`src/rtl/seq_pkg.sv`:
```
// ============================================================================
// seq_pkg : shared state encoding and PC step helpers for the sequencer.
// Revision: 1.0
// ============================================================================
`default_nettype none

package seq_pkg;

  typedef enum logic [1:0] {
    S_IDLE  = 2'd0,
    S_FETCH = 2'd1,
    S_EXEC  = 2'd2,
    S_FAULT = 2'd3
  } state_t;

  localparam int PC_STEP_WORD = 1;
  localparam int PC_STEP_BYTE = 4;

  function automatic bit pc_step_legal(input int step);
    return (step == PC_STEP_WORD) || (step == PC_STEP_BYTE);
  endfunction

  // Number of PC bits below the instruction-word index.
  function automatic int step_shift(input int step);
    return (step == PC_STEP_BYTE) ? 2 : 0;
  endfunction

endpackage

`default_nettype wire

```
`src/rtl/pc_next_calc.sv`:
```
// ============================================================================
// pc_next_calc : next-PC selection (jump > branch > step) and fault detection.
// Revision: 1.0
// ============================================================================
`default_nettype none

module pc_next_calc
  import seq_pkg::*;
#(
  parameter int XLEN       = 64,
  parameter int IADDR_BITS = 6,
  parameter int PC_STEP    = 1
) (
  input  logic [XLEN-1:0] pc,
  input  logic            jump_en,
  input  logic [XLEN-1:0] jump_target,
  input  logic            branch_taken,
  input  logic [XLEN-1:0] branch_offset,
  output logic [XLEN-1:0] pc_next,
  output logic            misaligned,
  output logic            out_of_range
);

  localparam int S  = step_shift(PC_STEP);
  localparam int HI = IADDR_BITS + S;
  localparam logic [XLEN-1:0] ALIGN_MASK = (XLEN'(1) << S) - XLEN'(1);
  // Bits at or above HI address beyond the instruction memory.
  localparam logic [XLEN-1:0] RANGE_MASK =
      (HI >= XLEN) ? '0 : ~((XLEN'(1) << HI) - XLEN'(1));

  always_comb begin
    pc_next = pc + XLEN'(PC_STEP);
    if (jump_en)
      pc_next = jump_target;
    else if (branch_taken)
      pc_next = pc + branch_offset;
  end

  assign misaligned   = |(pc_next & ALIGN_MASK);
  assign out_of_range = |(pc_next & RANGE_MASK);

endmodule

`default_nettype wire

```
`src/rtl/instr_sequencer.sv`:
```
// ============================================================================
// instr_sequencer : PC owner, req/ack fetch, multi-cycle exec hold and commit.
// Revision: 1.0
// ============================================================================
`default_nettype none

module instr_sequencer
  import seq_pkg::*;
#(
  parameter int          XLEN        = 64,
  parameter int          ILEN        = 32,
  parameter int          IADDR_BITS  = 6,
  parameter int          PC_STEP     = 1,
  parameter int          EXEC_CYCLES = 4,
  parameter logic [63:0] RESET_PC    = 64'd0,
  parameter int          CNT_W       = 32
) (
  input  logic                  clk,
  input  logic                  reset,
  input  logic                  run,
  output logic                  imem_req,
  output logic [IADDR_BITS-1:0] imem_addr,
  input  logic                  imem_ack,
  input  logic [ILEN-1:0]       imem_data,
  output logic [ILEN-1:0]       instr,
  output logic                  instr_valid,
  output logic                  commit,
  input  logic                  jump_en,
  input  logic [XLEN-1:0]       jump_target,
  input  logic                  branch_taken,
  input  logic [XLEN-1:0]       branch_offset,
  output logic [XLEN-1:0]       pc,
  output logic                  fault,
  output logic [CNT_W-1:0]      retired
);

  localparam int S  = step_shift(PC_STEP);
  localparam int CW = (EXEC_CYCLES > 1) ? $clog2(EXEC_CYCLES) : 1;
  localparam logic [CW-1:0] LAST_CNT = CW'(EXEC_CYCLES - 1);

  state_t          state;
  logic [CW-1:0]   cnt;
  logic [XLEN-1:0] pc_next;
  logic            misaligned;
  logic            out_of_range;
  logic            last_cycle;

  pc_next_calc #(
    .XLEN       (XLEN),
    .IADDR_BITS (IADDR_BITS),
    .PC_STEP    (PC_STEP)
  ) u_pc_next (
    .pc            (pc),
    .jump_en       (jump_en),
    .jump_target   (jump_target),
    .branch_taken  (branch_taken),
    .branch_offset (branch_offset),
    .pc_next       (pc_next),
    .misaligned    (misaligned),
    .out_of_range  (out_of_range)
  );

  // Strobes decode straight from state so the async reset drops them at once.
  assign last_cycle  = (state == S_EXEC) && (cnt == LAST_CNT);
  assign imem_req    = (state == S_FETCH);
  assign instr_valid = (state == S_EXEC);
  assign commit      = last_cycle;
  assign fault       = (state == S_FAULT);
  assign imem_addr   = pc[IADDR_BITS+S-1:S];

  always_ff @(posedge clk or posedge reset) begin
    if (reset) begin
      state   <= S_IDLE;
      pc      <= XLEN'(RESET_PC);
      instr   <= '0;
      cnt     <= '0;
      retired <= '0;
    end else begin
      case (state)
        S_IDLE: begin
          if (run)
            state <= S_FETCH;
        end
        S_FETCH: begin
          if (imem_ack) begin
            instr <= imem_data;
            cnt   <= '0;
            state <= S_EXEC;
          end
        end
        S_EXEC: begin
          if (last_cycle) begin
            pc      <= pc_next;
            retired <= retired + CNT_W'(1);
            if (misaligned || out_of_range)
              state <= S_FAULT;
            else if (run)
              state <= S_FETCH;
            else
              state <= S_IDLE;
          end else begin
            cnt <= cnt + CW'(1);
          end
        end
        default: state <= S_FAULT;
      endcase
    end
  end

endmodule

`default_nettype wire
```
`config.mk`:
```
export PLATFORM = sky130hd
export DESIGN_NAME = instr_sequencer
export DESIGN_NICKNAME = d
export VERILOG_FILES = /design/src/rtl/seq_pkg.sv /design/src/rtl/pc_next_calc.sv /design/src/rtl/instr_sequencer.sv
export SDC_FILE = /design/constraint.sdc
export NUM_CORES = 1
export LEC_CHECK = 0
export BUFFER_PORTS_ARGS = -buffer_cell sky130_fd_sc_hd__buf_2
export CORE_MARGIN = 3
export CORE_UTILIZATION = 50
export DETAILED_ROUTE_END_ITERATION = 8
export PLACE_DENSITY = 0.76
export SLEW_MARGIN = 10
export SYNTH_ARGS = -nofsm -noshare
export SYNTH_HDL_FRONTEND = slang
export SYNTH_HIERARCHICAL = 1
export SYNTH_SLANG_ARGS = --single-unit
```
`constraint.sdc`:
```
create_clock -name clk -period 5.48 [get_ports clk]
set_input_delay 0.548 -clock clk [delete_from_list [all_inputs] [get_ports clk]]
set_output_delay 0.548 -clock clk [all_outputs]
set_load 0.005 [all_outputs]
```
# ---- Word level (Yosys, flattened, before mapping)
# Cells that the tools add are included.
dict set report word_totals {
  regBits 132
  inputBits 166
  out_inout_bits 138
  wordCells 36
}
dict set report classes {
  add_sub_neg 4
  n_eq_ne 8
  mux 11
  reduce_logical 8
}
# cell count
set op_table {}
lappend op_table {{$mux 64} 2}
lappend op_table {{$add 64x1->64 const B} 1}
lappend op_table {{$add 64x64->64} 1}
lappend op_table {{$reduce_or 58->1} 1}
lappend op_table {{$add 32x1->32 const B} 1}
lappend op_table {{$mux 2} 6}
lappend op_table {{$eq 2x2->1 const B} 3}
lappend op_table {{$pmux 2 s3} 1}
lappend op_table {{$reduce_and 3->1} 2}
lappend op_table {{$ne 2x1->1 const B} 2}
lappend op_table {{$ne 2x2->1 const B} 2}
lappend op_table {{$pmux 2 s2} 1}
lappend op_table {{$reduce_and 2->1} 2}
lappend op_table {{$add 2x1->2 const B} 1}
lappend op_table {{$eq 2x1->1 const B} 1}
lappend op_table {{$logic_not 2->1} 1}
lappend op_table {{$reduce_bool 2->1} 1}
lappend op_table {{$logic_and 1x1->1} 1}
lappend op_table {{$mux 1} 1}

# ---- Logic depth before layout (Yosys ltp)
dict set report depth {
  word_depth 7
  ltp_mapped 20
  mapped_depth_nobuf 18
}

# ---- Hierarchy
# Netlist, hierarchy kept.
# mod instances cells_each area_per_inst_um2
set modules_own_cells {}
lappend modules_own_cells {pc_next_calc 1 979 6147.1}
lappend modules_own_cells {instr_sequencer 1 510 5338.9}

# ---- Worst setup path before layout
# No wires, ideal clock.
dict set report synth_path {
  path_kind {input-to-reg}
  startpoint {in branch_taken}
  endpoint {reg state[0]}
  arrival_ps 4301
  required_ps 5359
  slack_ps 1058
  stages 19
  path_buffers 3
  cell_sequence {clkbuf_1 -> clkbuf_1 -> and2_1 -> ha_1 -> clkbuf_1 -> nand4_1 -> or4_1 -> nor4_1 -> a211oi_2 -> a31o_2 -> o41ai_1 -> xor2_1 -> a211oi_1 -> nand4bb_1 -> nor4_1 -> nand2_1 -> nor3_1 -> nor2_1 -> o22a_1}
}
dict set report synth_between {
  elab_chain_cells 6
}
# element line_no
set synth_rtl {}
lappend synth_rtl {{from (decl)} instr_sequencer.sv:30} ;# input logic branch_taken,
lappend synth_rtl {{$mux 64} pc_next_calc.sv:35} ;# else if (branch_taken)
lappend synth_rtl {{$mux 64} pc_next_calc.sv:33} ;# if (jump_en)
lappend synth_rtl {{$reduce_or 58->1} pc_next_calc.sv:40} ;# assign out_of_range = |(pc_next & RANGE_MASK);
lappend synth_rtl {{via out_of_range} instr_sequencer.sv:45} ;# logic out_of_range;
lappend synth_rtl {{$mux 2} instr_sequencer.sv:95} ;# if (misaligned || out_of_range)
lappend synth_rtl {{$mux 2} instr_sequencer.sv:92} ;# if (last_cycle) begin
lappend synth_rtl {{$pmux 2 s3} instr_sequencer.sv:79} ;# case (state)
lappend synth_rtl {{to (signal assigned)} instr_sequencer.sv:82} ;# state <= S_FETCH;
lappend synth_rtl {{to (signal assigned)} instr_sequencer.sv:96} ;# state <= S_FAULT;
lappend synth_rtl {{to (signal assigned)} instr_sequencer.sv:98} ;# state <= S_FETCH;
lappend synth_rtl {{to (decl)} instr_sequencer.sv:41} ;# state_t state;
# The timed path passes the listed nets, and every way through them passes these cells. The select of a mux whose other input is x is not followed.
# A chain may end at the register's enable or synchronous reset.

# ---- Worst setup path in the final report
dict set report layout_path {
  startpoint {in branch_taken}
  endpoint {reg state[0]}
}
dict set report layout_between {
  elab_chain_cells 6
}
# element line_no
set layout_rtl {}
lappend layout_rtl {{$mux 64} pc_next_calc.sv:35}
lappend layout_rtl {{$mux 64} pc_next_calc.sv:33}
lappend layout_rtl {{via pc_next[29]} instr_sequencer.sv:43} ;# logic [XLEN-1:0] pc_next;
lappend layout_rtl {{$reduce_or 58->1} pc_next_calc.sv:40}
lappend layout_rtl {{via out_of_range} instr_sequencer.sv:45}
lappend layout_rtl {{$mux 2} instr_sequencer.sv:95}
lappend layout_rtl {{$mux 2} instr_sequencer.sv:92}
lappend layout_rtl {{$pmux 2 s3} instr_sequencer.sv:79}
# The timed path passes the listed nets, and every way through them passes these cells. The select of a mux whose other input is x is not followed.

==> summary.md <==
| Metric | Value |
|---|---|
| Post-synthesis xor/xnor area fraction | 0.04804 |
| Final setup margin | 0.5224 ns |
| CP max-delay cell | o21ai_1 |
| Synth Area in Adders | 0.07255 |
| FF+latch count, synth | 132 |
| Clk_lat worst skew | 0.43 ns |
| Synth Instances | 1489 |
| R2R depth | 16 |
| Slew Limit Headroom | 0.4022 |
| Final HPWL DP | 33.59 mm |
| Total track usage | 0.3427 |
| Core footprint | 22230 sq um |
| Hold-fix buffers, CTS | 0 |
| Share of layout cells above drive strength 1 | 0.2403 |
| Largest family of logic cells by synthesized area | simple AND/OR/NAND/NOR gates |
| Total Negative Setup Slacks | 0 ns |
| Root Buffer | clkbuf_16 |
| Total power | 7.049 mW |
| Switching part of the total | 0.4745 |
| Min-delay worst type | input port to asynchronous set/reset pin |
| H-tree lvl count | 4 |
| Clk_skew | 0.01523 ns |
| Clk slew on worst S/H paths | 0.07 ns |
| Die area | 24830 sq um |
| Worst Max-Slew Pin Slew | 0.8954 ns |
| Ys async rst share | 1.000 |
| P_sw | 3.344 mW |
| Chip width | 157.6 microns |
| Fin crit period | 4.958 ns |
| Crit-path cells | buf_2 > buf_12 > and2_1 > ha_1 > nand4_1 > or2_2 > a211oi_1 > a211oi_2 > o21ai_1 > a211oi_1 > a2111oi_0 > nand4_1 > nor4_1 > nand2_1 > nor3_1 > nor2_1 > o22a_1 |
| Pleak | 6.586 nW |
| Max-Cap Viols | 0 |
| Die Ht | 157.6 microns |
| Cell area power density | 513.9 nW/um^2 |
| First-pass GRT wire length | 66.95 mm |
| Syn Nets | 1721 |
| Startpoint Class | input port |
| R2r endpoint | state[0] |
| Post-synthesis mux area share | 0.04880 |
| Area grow syn2layout | 19.42% |
| Antenna violations before repair | 6 |
| Sequential share of the synthesized area | 0.2876 |
| Vias per inst | 6.140 |
| Routed len/inst | 21.16 microns |
| Syn_area_per_cell | 7.714 sq um |
| Largest net degree at the start of global routing | 67 |
| Clk pwr share | 0.187 |
| DR iter-0 viols | 1190 |
| Required time worst endpoint | 5.79 ns |
| TritonCTS Buffers | 17 |
| Seq pwr share | 0.233 |
| Setup repair bufs after CTS | 0 |
| Final setup violation count | 0 |
| Final Hold Fails | 0 |
| Via count | 12458 |
| Maximum vdd drop | 0.0002675 V |
| IO Port Bufs | 303 |
| Post-Route WL | 42.93 mm |
| Filler Cell Count | 2017 |
| Post-route DRC | 0 |
| Overflow after GRT | 0 |
| Antenna Nets Post-Route | 0 |
| Crit Path Class | input port to flip-flop |
| Clk sinks | 132 |
| Dpl ws | 0.2649 ns |
| Site Rows | 54 |
| Comb pwr share | 0.580 |
| Max Slew Vio Count | 0 |
| Int Pwr | 3.704 mW |
| Fmax | 201.7 MHz |
| GP Congestion | 1.003 |
| Main synth FF type | dfrtp_1 |
| Post-synth EDFFs | 0 |
| Worst setup EP type | flip-flop |
| Crit Path Max Fanout | 61 |
| Compound-Gate Fraction of Synth Area | 0.2051 |
| Vias in the first global route | 12232 |
| Simple-Gate Fraction of Synth Area | 0.2923 |
| CTS tree | done |
| Warnings from Yosys | 6 |
| RSZ-0062 raised after global routing | no |
| Reg-to-reg startpoint | pc[0] |
| Netlist cell types | 84 |
| TritonRoute pass-1 iters | 6 |
| Post-cts resize count | 0 |
| Cell Area, Synth | 11490 sq um |
| CP peak stage delay | 0.62 ns |
| Status | finished clean |
| CP arrival | 5.27 ns |
| Fin crit share | 0.9047 |
| IO Pins | 304 |
| Starting Density | 0.5167 |
| R2r setup slk | 0.60 ns |
| Clock Path Buffers | 2 |
| Fin nets | 1964 |
[power groups by stage]
stage | clock network, mW | logic [mW] | registers [mW]
after global routing | 1.36 | 4.49 | 1.69
after global placement | 0 | 3.97 | 1.63
after floorplan | 0 | 2.67 | 1.63
final | 1.31 | 4.09 | 1.65
after detailed placement | 0 | 3.98 | 1.66
after CTS | 1.33 | 4.00 | 1.64
[Yosys cell counts, drive strengths merged, types with 4 or more instances]
master,n,share of area
or2,7,0.0038
nor2,84,0.027
o221ai,4,0.0030
a221oi,5,0.0053
o21a,20,0.013
a21o,31,0.020
o31ai,21,0.014
inv,23,0.0075
nand2b,9,0.0049
xor2,21,0.016
a21boi,7,0.0046
a21oi,97,0.043
nand4,49,0.027
nand2,341,0.11
o211ai,10,0.0077
nor2b,7,0.0038
a211oi,13,0.0094
a311oi,6,0.0046
or4,8,0.0056
xnor2,42,0.032
a211o,5,0.0038
and2,73,0.040
nor4b,4,0.0030
ha,65,0.071
a31oi,7,0.0038
o21ai,84,0.037
nand3,25,0.011
o21bai,8,0.0052
buf,41,0.020
dfrtp,132,0.29
a2111oi,6,0.0063
mux2,40,0.039
and4,9,0.0069
mux2i,11,0.0096
or3,7,0.0039
and3,13,0.0071
nor4,18,0.011
clkbuf,55,0.018
nor3,35,0.016
[layout by cell type, fill, tap and decap left out, drive strengths merged, types with 6 or more instances in the layout]
master / Yosys / final
nor3: 35 / 35
a21oi: 97 / 97
nand2: 341 / 341
o21bai: 8 / 8
nand2b: 9 / 9
o211ai: 10 / 10
a21o: 31 / 31
o31ai: 21 / 21
o21ai: 84 / 84
a2111oi: 6 / 6
a311oi: 6 / 6
nor2b: 7 / 7
mux2i: 11 / 11
xnor2: 42 / 42
dfrtp: 132 / 132
xor2: 21 / 21
inv: 23 / 31
or2: 7 / 7
or4: 8 / 8
nor4: 18 / 18
and3: 13 / 13
nand3: 25 / 25
mux2: 40 / 40
a211oi: 13 / 13
or3: 7 / 7
buf: 41 / 320
ha: 65 / 65
clkbuf: 55 / 17
o21a: 20 / 20
nor2: 84 / 84
and2: 73 / 73
nand4: 49 / 49
and4: 9 / 9
a31oi: 7 / 7
a21boi: 7 / 7
[worst max path at each step]
stage | start | to | slack, ns | cells after the start
after floorplan | branch_taken | state[0] | 1.06 | 19
after global placement | branch_taken | state[0] | 0.25 | 18
after detailed placement | branch_taken | state[0] | 0.26 | 18
after CTS | pc[0] | state[0] | 0.65 | 16
after global routing | branch_taken | state[1] | 0.27 | 19
final | branch_taken | state[0] | 0.52 | 17
[final cells by class]
cell class | count | area, sq um | area share
Clock inverter | 14 | 212.7 | 0.01551
Tap cell | 280 | 350.3 | 0.02554
Timing Repair Buffer | 320 | 1659 | 0.1210
Multi-Input combinational cell | 1238 | 7665 | 0.5588
Inverter | 23 | 88.84 | 0.006476
Sequential cell | 132 | 3303 | 0.2408
Clock buffer | 17 | 425.4 | 0.03101
Antenna cell | 5 | 12.51 | 0.0009122
[cells by family after synthesis]
| logic type | count (synthesis) |
|---|---|
| simple gates | 701 |
| fa+ha+maj | 66 |
| mux | 51 |
| compound gates | 356 |
| buf+inv | 119 |
| xor+xnor | 63 |
| flops | 132 |
| other cells | 1 |
[metrics by stage]
step / area [sq um] / std cells / utilization / hold WS, ns
floorplan: 11490 / 1489 / - / 0.4597
global placement: 13070 / 1993 / 0.5878 / 0.4550
detailed placement: 13070 / 1993 / 0.5878 / 0.4597
CTS: 13700 / 2024 / 0.6165 / 0.1538
global route: 13720 / 2029 / 0.6171 / 0.1751
finish: 13720 / 2029 / 0.6171 / 0.1418
[critical path: cells and delay by family]
kind | cells | cell delay, ns
AO/OA/AOI/OAI | 6 | 2.06
adder cells (fa/ha/maj) | 1 | 0.49
buffers and inverters | 2 | 0.33
AND/OR/NAND/NOR | 8 | 1.80
[flip-flops by register name (all words and copies together) (netlist names)]
register,count
pc,64
cnt,2
state,2
retired,32
instr,32
[routing by layer]
metal,GRT usage,vias up,routed length [microns]
met1,0.4629,5960,18200
li1,-,5802,-
met5,0,-,13
met3,0.06571,79,3658
met4,0.1227,2,1249
met2,0.5505,615,19810
Note: power is estimated with default switching activity, not from simulation.
